### src/rtl/vga_sync_decoder.sv
// vga_sync_decoder
// Receive-side sync decoder. Watches an hsync/vsync stream on CLK_40, qualified
// by the pixel_clk enable, recovers the pixel position (x_pos/y_pos), checks line
// and frame lengths against the configured timing and tracks lock.
// Optional feature macro: VGA_DEC_STATS_EN -- enables the saturating error
// counter on err_count; without it err_count is tied to 0.
//
// state  | meaning
// -------+------------------------------------------------------------
// SEARCH | no timing reference; waiting for a vsync leading edge
// TRACK  | reference taken; counting clean vsync edges toward lock
// LOCKED | LOCK_FRAMES clean frames seen; de and frame_start enabled

module vga_sync_decoder #(
    parameter int H_AREA      = 640,
    parameter int H_FP        = 16,
    parameter int H_SYNC      = 96,
    parameter int H_BP        = 48,
    parameter int V_AREA      = 480,
    parameter int V_FP        = 10,
    parameter int V_SYNC      = 2,
    parameter int V_BP        = 33,
    parameter int SYNC_POL    = 1,
    parameter int LOCK_FRAMES = 2,
    localparam int H_TOTAL    = H_AREA + H_FP + H_SYNC + H_BP,
    localparam int V_TOTAL    = V_AREA + V_FP + V_SYNC + V_BP,
    localparam int XW         = $clog2(H_TOTAL),
    localparam int YW         = $clog2(V_TOTAL)
) (
    input  logic          CLK_40,
    input  logic          reset,
    input  logic          pixel_clk,
    input  logic          hsync_n,
    input  logic          vsync_n,
    output logic [XW-1:0] x_pos,
    output logic [YW-1:0] y_pos,
    output logic          de,
    output logic          frame_start,
    output logic          locked,
    output logic          h_err,
    output logic          v_err,
    output logic [7:0]    err_count
);

    // Length counters get one extra bit so H_TOTAL/V_TOTAL always fit and the
    // saturated all-ones value can never alias a correct length.
    localparam int HCW = XW + 1;
    localparam int VCW = YW + 1;
    localparam int FW  = $clog2(LOCK_FRAMES + 1);

    localparam logic            ACT      = (SYNC_POL != 0);
    localparam logic [XW-1:0]   X_LOAD   = XW'(H_AREA + H_FP);
    localparam logic [XW-1:0]   X_LAST   = XW'(H_TOTAL - 1);
    localparam logic [YW-1:0]   Y_LOAD   = YW'(V_AREA + V_FP);
    localparam logic [YW-1:0]   Y_LAST   = YW'(V_TOTAL - 1);
    localparam logic [XW-1:0]   X_ACT    = XW'(H_AREA);
    localparam logic [YW-1:0]   Y_ACT    = YW'(V_AREA);
    localparam logic [HCW-1:0]  H_LEN    = HCW'(H_TOTAL);
    localparam logic [VCW-1:0]  V_LEN    = VCW'(V_TOTAL);
    localparam logic [HCW-1:0]  H_SAT    = '1;
    localparam logic [VCW-1:0]  V_SAT    = '1;
    localparam logic [FW-1:0]   FRM_LAST = FW'(LOCK_FRAMES - 1);

    typedef enum logic [1:0] {
        SEARCH = 2'd0,
        TRACK  = 2'd1,
        LOCKED = 2'd2
    } state_t;

    state_t          state;
    state_t          state_nxt;

    logic            hs_now;
    logic            vs_now;
    logic            hs_prev;
    logic            vs_prev;
    logic            hs_edge;
    logic            vs_edge;

    logic [HCW-1:0]  h_cnt;
    logic [VCW-1:0]  v_cnt;
    logic            h_ref;
    logic            v_ref;
    logic            h_mis;
    logic            v_mis;
    logic            v_evt;

    logic [XW-1:0]   x_nxt;
    logic [YW-1:0]   y_nxt;

    logic [FW-1:0]   frm_cnt;
    logic            lock_nxt;
    logic            frm_clr;
    logic            frm_inc;
    logic            ref_clr;

    // Sync levels normalised to "inside pulse"; leading edges only count on enables.
    assign hs_now  = (hsync_n == ACT);
    assign vs_now  = (vsync_n == ACT);
    assign hs_edge = pixel_clk && hs_now && !hs_prev;
    assign vs_edge = pixel_clk && vs_now && !vs_prev;

    // A length is only judged when an earlier edge gave a reference point.
    assign h_mis = hs_edge && h_ref && (h_cnt != H_LEN);
    assign v_mis = vs_edge && v_ref && (v_cnt != V_LEN);

    // Sync history, sampled on each enable.
    always_ff @(posedge CLK_40 or negedge reset) begin
        if (!reset) begin
            hs_prev <= 1'b0;
            vs_prev <= 1'b0;
        end else if (pixel_clk) begin
            hs_prev <= hs_now;
            vs_prev <= vs_now;
        end
    end

    // Enables since the last hsync edge; restarts at 1 so a correct line reads H_TOTAL.
    always_ff @(posedge CLK_40 or negedge reset) begin
        if (!reset) begin
            h_cnt <= '0;
        end else if (pixel_clk) begin
            if (hs_edge)
                h_cnt <= HCW'(1);
            else if (h_cnt != H_SAT)
                h_cnt <= h_cnt + HCW'(1);
        end
    end

    // hsync edges since the last vsync edge; an hsync edge on the vsync enable
    // belongs to the new frame.
    always_ff @(posedge CLK_40 or negedge reset) begin
        if (!reset) begin
            v_cnt <= '0;
        end else if (vs_edge) begin
            v_cnt <= hs_edge ? VCW'(1) : '0;
        end else if (hs_edge && (v_cnt != V_SAT)) begin
            v_cnt <= v_cnt + VCW'(1);
        end
    end

    // Reference flags: set by the first edge, dropped whenever SEARCH is re-entered.
    always_ff @(posedge CLK_40 or negedge reset) begin
        if (!reset) begin
            h_ref <= 1'b0;
            v_ref <= 1'b0;
        end else if (ref_clr) begin
            h_ref <= 1'b0;
            v_ref <= 1'b0;
        end else begin
            if (hs_edge) h_ref <= 1'b1;
            if (vs_edge) v_ref <= 1'b1;
        end
    end

    // Next position: sync edges load the porch position, otherwise free-run and wrap.
    always_comb begin
        x_nxt = x_pos;
        y_nxt = y_pos;
        if (pixel_clk) begin
            if (hs_edge) begin
                x_nxt = X_LOAD;
            end else if (x_pos == X_LAST) begin
                x_nxt = '0;
                y_nxt = (y_pos == Y_LAST) ? '0 : y_pos + YW'(1);
            end else begin
                x_nxt = x_pos + XW'(1);
            end
            if (vs_edge)
                y_nxt = Y_LOAD;
        end
    end

    // Registered position, error pulses and the vsync event fed to the FSM.
    always_ff @(posedge CLK_40 or negedge reset) begin
        if (!reset) begin
            x_pos <= '0;
            y_pos <= '0;
            h_err <= 1'b0;
            v_err <= 1'b0;
            v_evt <= 1'b0;
        end else begin
            x_pos <= x_nxt;
            y_pos <= y_nxt;
            h_err <= h_mis;
            v_err <= v_mis;
            v_evt <= vs_edge;
        end
    end

    // de/frame_start follow the next state so they drop together with locked.
    always_ff @(posedge CLK_40 or negedge reset) begin
        if (!reset) begin
            de          <= 1'b0;
            frame_start <= 1'b0;
            locked      <= 1'b0;
        end else begin
            de          <= lock_nxt && (x_nxt < X_ACT) && (y_nxt < Y_ACT);
            frame_start <= lock_nxt && pixel_clk && (x_nxt == '0) && (y_nxt == '0);
            locked      <= lock_nxt;
        end
    end

    // Lock FSM state register.
    always_ff @(posedge CLK_40 or negedge reset) begin
        if (!reset)
            state <= SEARCH;
        else
            state <= state_nxt;
    end

    // Lock FSM next state; reacts to the registered error pulses and vsync event.
    always_comb begin
        state_nxt = state;
        case (state)
            SEARCH: begin
                if (v_evt)
                    state_nxt = TRACK;
            end
            TRACK: begin
                if (h_err || v_err)
                    state_nxt = SEARCH;
                else if (v_evt && (frm_cnt >= FRM_LAST))
                    state_nxt = LOCKED;
            end
            LOCKED: begin
                if (h_err || v_err)
                    state_nxt = SEARCH;
            end
            default: state_nxt = SEARCH;
        endcase
    end

    // Lock FSM outputs.
    always_comb begin
        lock_nxt = (state_nxt == LOCKED);
        frm_clr  = (state == SEARCH);
        frm_inc  = (state == TRACK) && v_evt && !h_err && !v_err;
        ref_clr  = (state != SEARCH) && (state_nxt == SEARCH);
    end

    // Clean-frame counter used while tracking.
    always_ff @(posedge CLK_40 or negedge reset) begin
        if (!reset)
            frm_cnt <= '0;
        else if (frm_clr)
            frm_cnt <= '0;
        else if (frm_inc)
            frm_cnt <= frm_cnt + FW'(1);
    end

`ifdef VGA_DEC_STATS_EN
    // Saturating count of cycles carrying an error pulse (both at once count once).
    always_ff @(posedge CLK_40 or negedge reset) begin
        if (!reset)
            err_count <= 8'd0;
        else if ((h_err || v_err) && (err_count != 8'hFF))
            err_count <= err_count + 8'd1;
    end
`else
    assign err_count = 8'd0;
`endif

endmodule

### config.mk
export PLATFORM = sky130hd
export DESIGN_NAME = vga_sync_decoder
export DESIGN_NICKNAME = d
export VERILOG_FILES = /design/src/rtl/vga_sync_decoder.sv
export SDC_FILE = /design/constraint.sdc
export NUM_CORES = 1
export LEC_CHECK = 0
export ABC_AREA = 1
export CAP_MARGIN = 20
export CORE_UTILIZATION = 57
export CTS_CLUSTER_DIAMETER = 200
export DETAILED_ROUTE_END_ITERATION = 7
export GPL_ROUTABILITY_DRIVEN = 1
export GPL_TIMING_DRIVEN = 0
export PLACE_DENSITY = 0.81
export SLEW_MARGIN = 20
export SYNTH_ARGS = -nofsm -noshare
export SYNTH_HDL_FRONTEND = slang
export SYNTH_SLANG_ARGS = --single-unit
export TNS_END_PERCENT = 100
### constraint.sdc
create_clock -name CLK_40 -period 4.1 [get_ports CLK_40]
set_clock_uncertainty 0.15 [all_clocks]
set_input_delay 1.025 -clock CLK_40 [delete_from_list [all_inputs] [get_ports CLK_40]]
set_output_delay 1.025 -clock CLK_40 [all_outputs]
set_load 0.02 [all_outputs]
# Yosys cells after proc, flatten, opt, wreduce, memory -nomap -nowiden
# Index checks and enable logic that the tools add are counted.
# Widths: inputs -> output; s select.
# totals
ram_bits,0
n_memories,0
input_bits,5
regBits,56
output_inout_bits,33
latchBits,0
mem_bits_ro,0
# classes
div,0
n_shift,0
reduce_logical,35
n_bitwise,0
muxes,24
order_cmp,3
n_addsub,5
n_eq_ne,9
n_mul,0
# ops
op,count
$mux 10,8
$mux 11,4
$add 11x1->11 const B,2
$ne 11x10->1 const B,2
$ne 11x11->1 const B,2
$add 10x1->10 const B,2
$eq 10x10->1 const B,2
$logic_not 10->1,2
$logic_and 1x1->1,19
$mux 2,6
$reduce_bool 2->1,6
$lt 10x10->1 const B,1
$lt 10x9->1 const B,1
$pmux 2 s3,1
$mux 1,5
$eq 2x2->1 const B,2
$logic_not 1->1,4
$logic_not 2->1,2
$add 2x1->2 const B,1
$eq 2x1->1 const B,1
$ge 2x1->1 const B,1
$reduce_and 2->1,1
$logic_or 1x1->1,1

# Longest topological paths before layout
# Gate-level depths: netlist (run 1).
# logic_depth
depth_word,9
mapped_depth,14
depth_no_buf,14

# Worst setup path after synthesis (run 1)
# Ideal clock, no wire load.
# synth_path
path_kind,input -> register
from,in pixel_clk
to,reg de
n_path_buf,0
path_stages,12
arrival_ps,1978
setup_slack_ps,1856
t_required_ps,3834
setup_time_ps,116
cell_sequence,nand2_2 > nor2_8 > nor2_4 > nand3_4 > nor2_2 > nand2_1 > nand2_1 > nand2_1 > nor2_1 > nand2_1 > nand2_1 > nor2_1
# synth_between
elab_chain_len,7
word_cells_on_any_way,13
cone_classes,2 x order compare; 5 x mux; 6 x reduce/logical
# synth_lines
item,line,source
start: declaration,32,"input logic pixel_clk,"
$logic_and 1x1->1 (2 in series),100,assign hs_edge = pixel_clk && hs_now && !hs_prev;
$mux 10,161,if (hs_edge) begin
$mux 10,169,if (vs_edge)
$mux 10 *,160,if (pixel_clk) begin
net y_nxt[6],89,logic [YW-1:0] y_nxt;
$lt 10x9->1 *,198,de <= lock_nxt && (x_nxt < X_ACT) && (y_nxt < Y_ACT);
$logic_and 1x1->1 *,198,
end signal: assignment,198,
end: declaration,37,"output logic de,"
# The timed path passes the listed nets; every way through them passes the cells marked *.
# A chain may end at the register's enable or synchronous reset.

# Final worst setup path (run 1)
# layout_path
from,in pixel_clk
to,reg h_cnt[9]
# layout_between
elab_chain_len,4
word_cells_on_any_way,5
cone_classes,1 x mux; 4 x reduce/logical
# layout_lines
item,line,source
$logic_and 1x1->1 (2 in series),100,
$reduce_bool 2->1 (no line),--,
$reduce_and 2->1 (no line),--,
end signal: assignment,126,h_cnt <= h_cnt + HCW'(1);
end: declaration,80,logic [HCW-1:0] h_cnt;
# Parallel ways exist; a longest one is shown, timed or not.

==> results of run 1 <==
==> metrics by stage <==
| step | cell area (µm²) | total power [W] |
|---|---|---|
| 3_5_place_dp | 3830 | 0.00114 |
| 3_3_place_gp | 3840 | 0.00112 |
| 5_1_grt | 3950 | 0.00159 |
| 4_1_cts | 3950 | 0.00151 |
| 6_report | 3950 | 0.00150 |
| 2_1_floorplan | 3460 | 0.000986 |
==> registers in the layout, indices dropped and copies added (netlist names), 2 cells and up <==
name	flops
h_cnt	11
v_cnt	11
frm_cnt	2
x_pos	10
y_pos	10
state	2
==> layer usage <==
layer  global-route usage  share of wire  up-vias
li1                     -              -     1576
met1                0.335           0.44     1483
met2                0.452           0.49      114
met3               0.0377          0.056       13
met4               0.0818          0.014        0
met5                    0              0        -
==> critical path, cell delays in order <==
cell	delay, ps
clkdlybuf4s50_1	500
nand2_2	180
nor2_8	60
inv_2	70
clkbuf_1	380
nand2_1	260
nand3_1	190
nor2_1	70
nor2_1	100
nor2_1	50
==> final cells by class <==
class                   count  area (µm²)
plain buffers              16         108
clock buffers               5        68.8
clock inverters             3        46.3
fillers                   475        1690
inverters                  85         319
multi-input cells         321        1630
flip-flops and latches     56        1400
well taps                  72        90.1
repair buffers             29         288
==> worst max-delay path by stage <==
| stage | slack, ps | end | startpoint |
|---|---|---|---|
| finish | 1250 | h_cnt[9]$_DFFE_PN0P_ | pixel_clk |
| global route | 1120 | frame_start$_DFF_PN0_ | pixel_clk |
| CTS | 1310 | de$_DFF_PN0_ | pixel_clk |
| detailed placement | 990 | de$_DFF_PN0_ | pixel_clk |
| global placement | 190 | y_pos[5]$_DFF_PN0_ | reset |
| floorplan | 1860 | de$_DFF_PN0_ | pixel_clk |
==> power groups by stage <==
stage                     Combinational (W)  Clock [W]  Sequential [W]
final                              0.000440   0.000369        0.000693
after global routing               0.000496   0.000396        0.000702
after CTS                          0.000442   0.000378        0.000692
after detailed placement           0.000437          0        0.000703
after global placement             0.000424          0        0.000699
after floorplan                    0.000256          0        0.000730
==> cells in the mapped netlist, drive strengths merged (2+ instances only) <==
master | n | share of area
a21oi | 23 | 0.036
a31oi | 3 | 0.0055
buf | 13 | 0.028
clkbuf | 3 | 0.0033
dfrtp | 56 | 0.41
ha | 8 | 0.029
inv | 84 | 0.092
nand2 | 110 | 0.12
nand3 | 38 | 0.063
nand4 | 12 | 0.022
nor2 | 57 | 0.080
nor3 | 18 | 0.031
nor3b | 2 | 0.0044
nor4 | 2 | 0.0036
o21ai | 27 | 0.039
xor2 | 3 | 0.0077
==> logic make-up after synthesis <==
| group | count (synthesis) |
|---|---|
| XOR/XNOR | 4 |
| other | 1 |
| AO/OA/AOI/OAI | 60 |
| buffers and inverters | 101 |
| flip-flops | 56 |
| AND/OR/NAND/NOR | 241 |
| adder cells (fa/ha/maj) | 8 |
==> out/metrics.yaml, run 1 <==
clk_path_buf_depth: 2
critPathKind: "primary input to register"
cts_setup_buffers: 0
placementRows: 27
synth_compound_area_frac: 0.0963
intPower_w: 0.000974
grt_use_total: 0.261
synth_simple_gate_area_share: 0.330
min_from: "h_ref$_DFFE_PN0P_"
diodes: 0
die_h_um: 79.6
dieArea_mm2: 0.00633
period_share: 0.694
ir_drop_mv: 0.265
finalHoldViolCount: 0
crit_required_ps: 4150
area_delta_synth_final_pct: 15.1
antenna_found_initial: 0
synth_cell_type_count: 39
synth_fa_ha_area_frac: 0.0292
nets: 527
globalRouteOverflowTotal: 0
yosys_most_used_dff: "dfrtp_1"
stdcell_count: 587
cts.sinks: 56
timing.rr.end: "frame_start$_DFF_PN0_"
power.switching_w: 0.000528
synth_edf_count: 0
most-common-layout-cells: "107 x nand2_1, 77 x inv_1, 56 x dfrtp_1"
tns_ps: 0
postSynthAreaPerCell_um2: 7.28
p_seq_frac: 0.461
synth_top_family_by_area: "simple AND/OR/NAND/NOR gates"
drtAntennaViolNets: 0
vias: 3186
ys_warn_count: 0
path_max_fanout: 10
layout_setup_ws_ps: 1250
cp_data_arrival_time_ps: 2900
grt_pass1_vias: 2978
fmax_mhz: 351
cts_made_buffers: 5
pin_count: 38
whs_path_depth: 2
syn_area_mm2: 0.00343
path_clk_slew_ps: 100
pwr-share-clk: 0.245
place_congestion: 0.860
ys_ff_latch: 56
core_area_mm2: 0.00564
reg2regPathDepth: 13
numPortBuffers: 29
finalSetupViolations: 0
synthMuxAreaShare: 0
first_iter_violations: 191
drtPass1Iterations: 5
synth_cells: 471
synth_xor_area_frac: 0.0102
cts_tree: "built"
max-cap-violations: 0
slew_headroom: 0.538
r2r-start: "x_pos[0]$_DFF_PN0_"
yosysSeqAreaShare: 0.409
drive_above_1_share: 0.0951
die_w_um: 79.6
wl_per_cell_um: 13.1
synthArstFlopShare: 1.00
comb_power_share: 0.293
r2r_slack_ps: 1870
cp-end-kind: "register"
worstMarginPinSlew_ps: 694
clockRootBuffer: "clkbuf_8"
pre_cts_ws_ps: 985
dp_cells: 579
worst_setup_path_start_kind: "primary input"
power_switching_share: 0.351
outcome: "complete, no violations"
hold_ws_ps: 367
slew_viol_final: 0
grt_start_max_net_pins: 57
htree_levels: 2
clkLatencyLatePin_ps: 310
rsz0062_at_grt: "false"
drt_wl_total_mm: 7.68
post-route-min-period_ps: 2850
grt_pass1_wl_mm: 13.1
mostFrequentLayoutCell: "nand2_1"
p_leak_nw: 1.95
cts_hold_buf: 0
worst_hold_path.endpoint: "h_err$_DFF_PN0_"
dp_hpwl_mm: 5.72
hold_path_class: "register to register"
start_util: 0.608
power-per-cell-area_mw_per_mm2: 380
post_cts_resized: 0
routed_via_density: 5.43
final_util: 0.700
drc_errors: 0
(Power assumes the default switching activity.)
==> inputs of run 2 (changes only) <==
Settings changed: CORE_UTILIZATION 57 to 51, PLACE_DENSITY 0.81 to 0.76.
Clock period 4.1 ns to 2.4 ns, I/O delays scaled along.
==> run 2 against run 1 <==
Sequential share of layout area down 0.48 points. Die area up 11%. Clock power rose by 70%. The flow now finishes with violations (DRC). Worst hold slack got worse by 190 ps.
==> out/metrics.yaml, run 2 (synthesized netlist as in run 1, its figures left out) <==
worstMarginPinSlew_ps: 705
ff_latch_area_mm2: 0.00140
drc_errors: 6
slew_viol_final: 0
worst_setup_path_start_kind: "primary input"
path_clk_slew_ps: 100
place_congestion: 0.866
placementRows: 29
stdcell_count: 597
first_iter_violations: 183
cts.sinks: 56
drt_wl_total_mm: 7.71
most-common-layout-cells: "107 x nand2_1, 77 x inv_1, 56 x dfrtp_1"
core_area_mm2: 0.00642
grt_pass1_vias: 3056
layout_setup_ws_ps: 105
numPortBuffers: 29
crit_required_ps: 2460
wl_per_cell_um: 12.9
path_max_fanout: 10
drtAntennaViolNets: 0
nets: 532
mostFrequentLayoutCell: "nand2_1"
diodes: 0
cts_made_buffers: 5
dp_hpwl_mm: 5.70
dp_cells: 584
finalHoldViolCount: 0
finalSetupViolations: 0
multi_input_area_mm2: 0.00164
dieArea_mm2: 0.00706
cts_tree: "built"
fmax_mhz: 436
htree_levels: 2
grt_pass1_wl_mm: 13.3
post-route-min-period_ps: 2290
outcome: "finished with violations"
area_delta_synth_final_pct: 16.7
p_leak_nw: 1.98
clkLatencyLatePin_ps: 310
clockRootBuffer: "clkbuf_8"
reg_top3: "h_cnt x11, v_cnt x11"
pre_cts_ws_ps: -272
pin_count: 38
die_w_um: 84.0
cp_data_arrival_time_ps: 2350
die_h_um: 84.0
globalRouteOverflowTotal: 0
drive_above_1_share: 0.108
max-cap-violations: 0
cp-end-kind: "register"
routed_via_density: 5.39
antenna_found_initial: 0
start_util: 0.534
hold_path_class: "primary input to asynchronous set/reset pin"
ir_drop_mv: 0.514
period_share: 0.956
grt_start_max_net_pins: 57
grt_use_total: 0.231
violations: "DRC"
power-per-cell-area_mw_per_mm2: 641
critPathKind: "primary input to register"
vias: 3217
slew_headroom: 0.530
clk_path_buf_depth: 2
fillCellCount: 572
drtPass1Iterations: 7
run 2: cell types whose count changed in the layout (fill, tap and decap cells not counted), sizes merged:
cell / before / now
inv: 85 / 84
dlymetal6s2s: 0 / 1
buf: 14 / 19
clkinv: 1 / 2
clkdlybuf4s50: 28 / 27
run 2: per-layer routing:
metal  vias up  global-route usage  wire length [µm]
met5         -                   0                 0
met4         0              0.0972               163
met3        17              0.0376               409
met2       118               0.385              3760
met1      1497               0.298              3370
li1       1585                   -                 -
run 2: repair_timing:
item                                    CTS  global route
gates resized for setup                   0             5
hold buffers                              0             0
buffers inserted                          0             5
endpoints found under the setup margin    0             5
run 2: final cells by class:
class | count | share of cell area
Tap cell | 77 | 0.0241
Clock buffer | 5 | 0.0172
Multi-Input combinational cell | 321 | 0.409
Buffer | 16 | 0.0272
Clock inverter | 3 | 0.0106
Timing Repair Buffer | 34 | 0.0819
Sequential cell | 56 | 0.350
Inverter | 85 | 0.0797
run 2: worst max-delay path, cell delays in order:
cell and delay (ps):
clkdlybuf4s50_1 470, nand2_2 90, nor2_8 190, buf_4 210
nand2_1 160, nor3_1 370, nand3_1 120, nand2_1 80
nor2_1 50
run 2: through the flow:
stage          power, W  hold slack, ps  utilization  TNS (ps)  instance area [µm²]
2_1_floorplan   0.00168             154            -         0                 3460
3_3_place_gp    0.00192             337        0.598    -64740                 3840
3_5_place_dp    0.00194             353        0.598     -2260                 3840
4_1_cts         0.00257             211        0.615         0                 3950
5_1_grt         0.00273             245        0.623     -2.56                 4000
6_report        0.00257             178        0.623         0                 4000
run 2: final timing paths:
check / endpoint / depth (start not counted) / start / slack, ps
hold reg to reg: h_err$_DFF_PN0_ / 2 / h_ref$_DFFE_PN0P_ / 370
hold / removal: h_cnt[3]$_DFFE_PN0P_ / 1 / reset / 180
setup / recovery: v_cnt[9]$_DFFE_PN0P_ / 9 / hsync_n / 110
min in group CLK_40: h_err$_DFF_PN0_ / 2 / h_ref$_DFFE_PN0P_ / 370
max in group asynchronous: x_pos[1]$_DFF_PN0_ / 1 / reset / 1450
setup reg to reg: frame_start$_DFF_PN0_ / 13 / x_pos[0]$_DFF_PN0_ / 210
run 2: power breakdown:
group          internal [W]  total [W]  leakage [nW]  switching (W)
clock network      0.000309   0.000626        0.0541       0.000317
logic              0.000289   0.000758          1.21       0.000469
registers           0.00107    0.00118         0.723       0.000113
total               0.00167    0.00257          1.98       0.000898
==> inputs of run 3 (changes only) <==
Settings changed: GPL_TIMING_DRIVEN 0 to unset.
==> run 3 against run 2 <==
The run still ends with DRC left. First-iteration DRC count grew 21%. Count of clock-buffer cells in the layout grew 1. Sequential power is essentially flat. Power shrank 1.9%. Via count grew 1.3%. Flip-flop and latch count is the same. Critical path depth shrank 8. Sequential share of layout area shrank 0.61 points. Fmax grew 2.2%. Cell count grew 1.8%. Wire length grew 4.4%. Critical path type is now register to output pin. Critical endpoint is now x_pos[4].
==> out/metrics.yaml, run 3 (synthesized netlist as in run 1, its figures left out) <==
grt_start_max_net_pins: 57
finalSetupViolations: 0
htree_levels: 2
final_util: 0.634
die_w_um: 84.0
numPortBuffers: 29
reg2regPathDepth: 13
path_max_fanout: 9
crit_start: "x_pos[4]$_DFF_PN0_"
diodes: 0
grt_use_total: 0.249
clkLatencyLatePin_ps: 310
clockRootBuffer: "clkbuf_8"
outcome: "finished with violations"
cp-end-kind: "output pin"
max_stage_delay_ps: 670
post-route-min-period_ps: 2250
dieArea_mm2: 0.00706
pin_count: 38
worst_setup_path_start_kind: "register"
antenna_found_initial: 0
rsz0062_at_grt: "false"
ff_latch_area_mm2: 0.00140
routed_via_density: 5.36
post_cts_resized: 0
drc_errors: 6
drt_wl_total_mm: 8.05
fillCellCount: 556
drive_above_1_share: 0.126
cts_hold_buf: 0
fmax_mhz: 445
grt_pass1_wl_mm: 14.1
wl_per_cell_um: 13.2
mostFrequentLayoutCell: "nand2_1"
drtPass1Iterations: 7
power.total_w: 0.00252
nets: 543
most-common-layout-cells: "107 x nand2_1, 77 x inv_1, 56 x dfrtp_1"
grt_pass1_vias: 3178
r2r_slack_ps: 210
cts_made_buffers: 5
die_h_um: 84.0
timing.rr.end: "frame_start$_DFF_PN0_"
start_util: 0.534
timing.critical_path.buf_inv: 1
core_area_mm2: 0.00642
place_congestion: 0.948
violations: "DRC"
layout_setup_ws_ps: 154
placementRows: 29
cp_data_arrival_time_ps: 1500
clk_path_buf_depth: 2
power-per-cell-area_mw_per_mm2: 618
slew_viol_final: 0
cts_tree: "built"
hold_path_class: "primary input to asynchronous set/reset pin"
globalRouteOverflowTotal: 0
p_leak_nw: 2.03
cp_top_family: "buffers and inverters"
r2r-start: "x_pos[0]$_DFF_PN0_"
path_depth: 1
path_cells: "clkdlybuf4s50_1"
multi_input_area_mm2: 0.00163
pre_cts_ws_ps: -151
area_delta_synth_final_pct: 18.8
critPathSlowestCell: "clkdlybuf4s50_1"
crit_path_end: "x_pos[4]"
cts_setup_buffers: 0
vias: 3260
crit_required_ps: 1650
drtAntennaViolNets: 0
dp_cells: 600
critPathKind: "register to output pin"
max-cap-violations: 0
finalHoldViolCount: 0
period_share: 0.936
path_clk_slew_ps: 100
first_iter_violations: 221
ir_drop_mv: 0.433
dp_hpwl_mm: 6.12
reg_top3: "h_cnt x11, v_cnt x11"
cts.sinks: 56
stdcell_count: 608
-- run 3: power breakdown --
group	switching [W]	internal, W
clock	0.000318	0.000209
combinational	0.000474	0.000322
sequential	0.000125	0.00107
total	0.000916	0.00160
-- run 3: metal layers --
layer	wire (µm)	vias to the layer above	track usage	part of all wire
li1	-	1601	-	-
met1	3520	1502	0.326	0.44
met2	3890	135	0.424	0.48
met3	477	22	0.0307	0.059
met4	162	0	0.0893	0.020
met5	0	-	0	0
-- run 3: cell type report --
cell class / instances / share of cell area
clock buffers: 6 / 0.0178
repair buffers: 61 / 0.133
flip-flops and latches: 56 / 0.344
inverters: 85 / 0.0783
multi-input cells: 321 / 0.400
well taps: 77 / 0.0236
clock inverters: 2 / 0.00399
-- run 3: worst min-delay path by stage --
stage                         startpoint                   end  slack, ps  cells after the start
finish                             reset  h_cnt[6]$_DFFE_PN0P_        120                      2
detailed placement  h_cnt[9]$_DFFE_PN0P_  h_cnt[9]$_DFFE_PN0P_        350                      2
global placement    h_cnt[9]$_DFFE_PN0P_  h_cnt[9]$_DFFE_PN0P_        340                      2
CTS                                reset    x_pos[7]$_DFF_PN0_        130                      2
global route                       reset    x_pos[9]$_DFF_PN0_        150                      2
floorplan                          reset          de$_DFF_PN0_        150                      0
-- run 3: through the flow --
step	hold WS (ps)	instance area (µm²)	TNS (ps)
6_report	120	4070	0
5_1_grt	151	4070	0
4_1_cts	132	4070	0
3_5_place_dp	347	3980	-892
3_3_place_gp	338	3980	-137
2_1_floorplan	154	3460	0
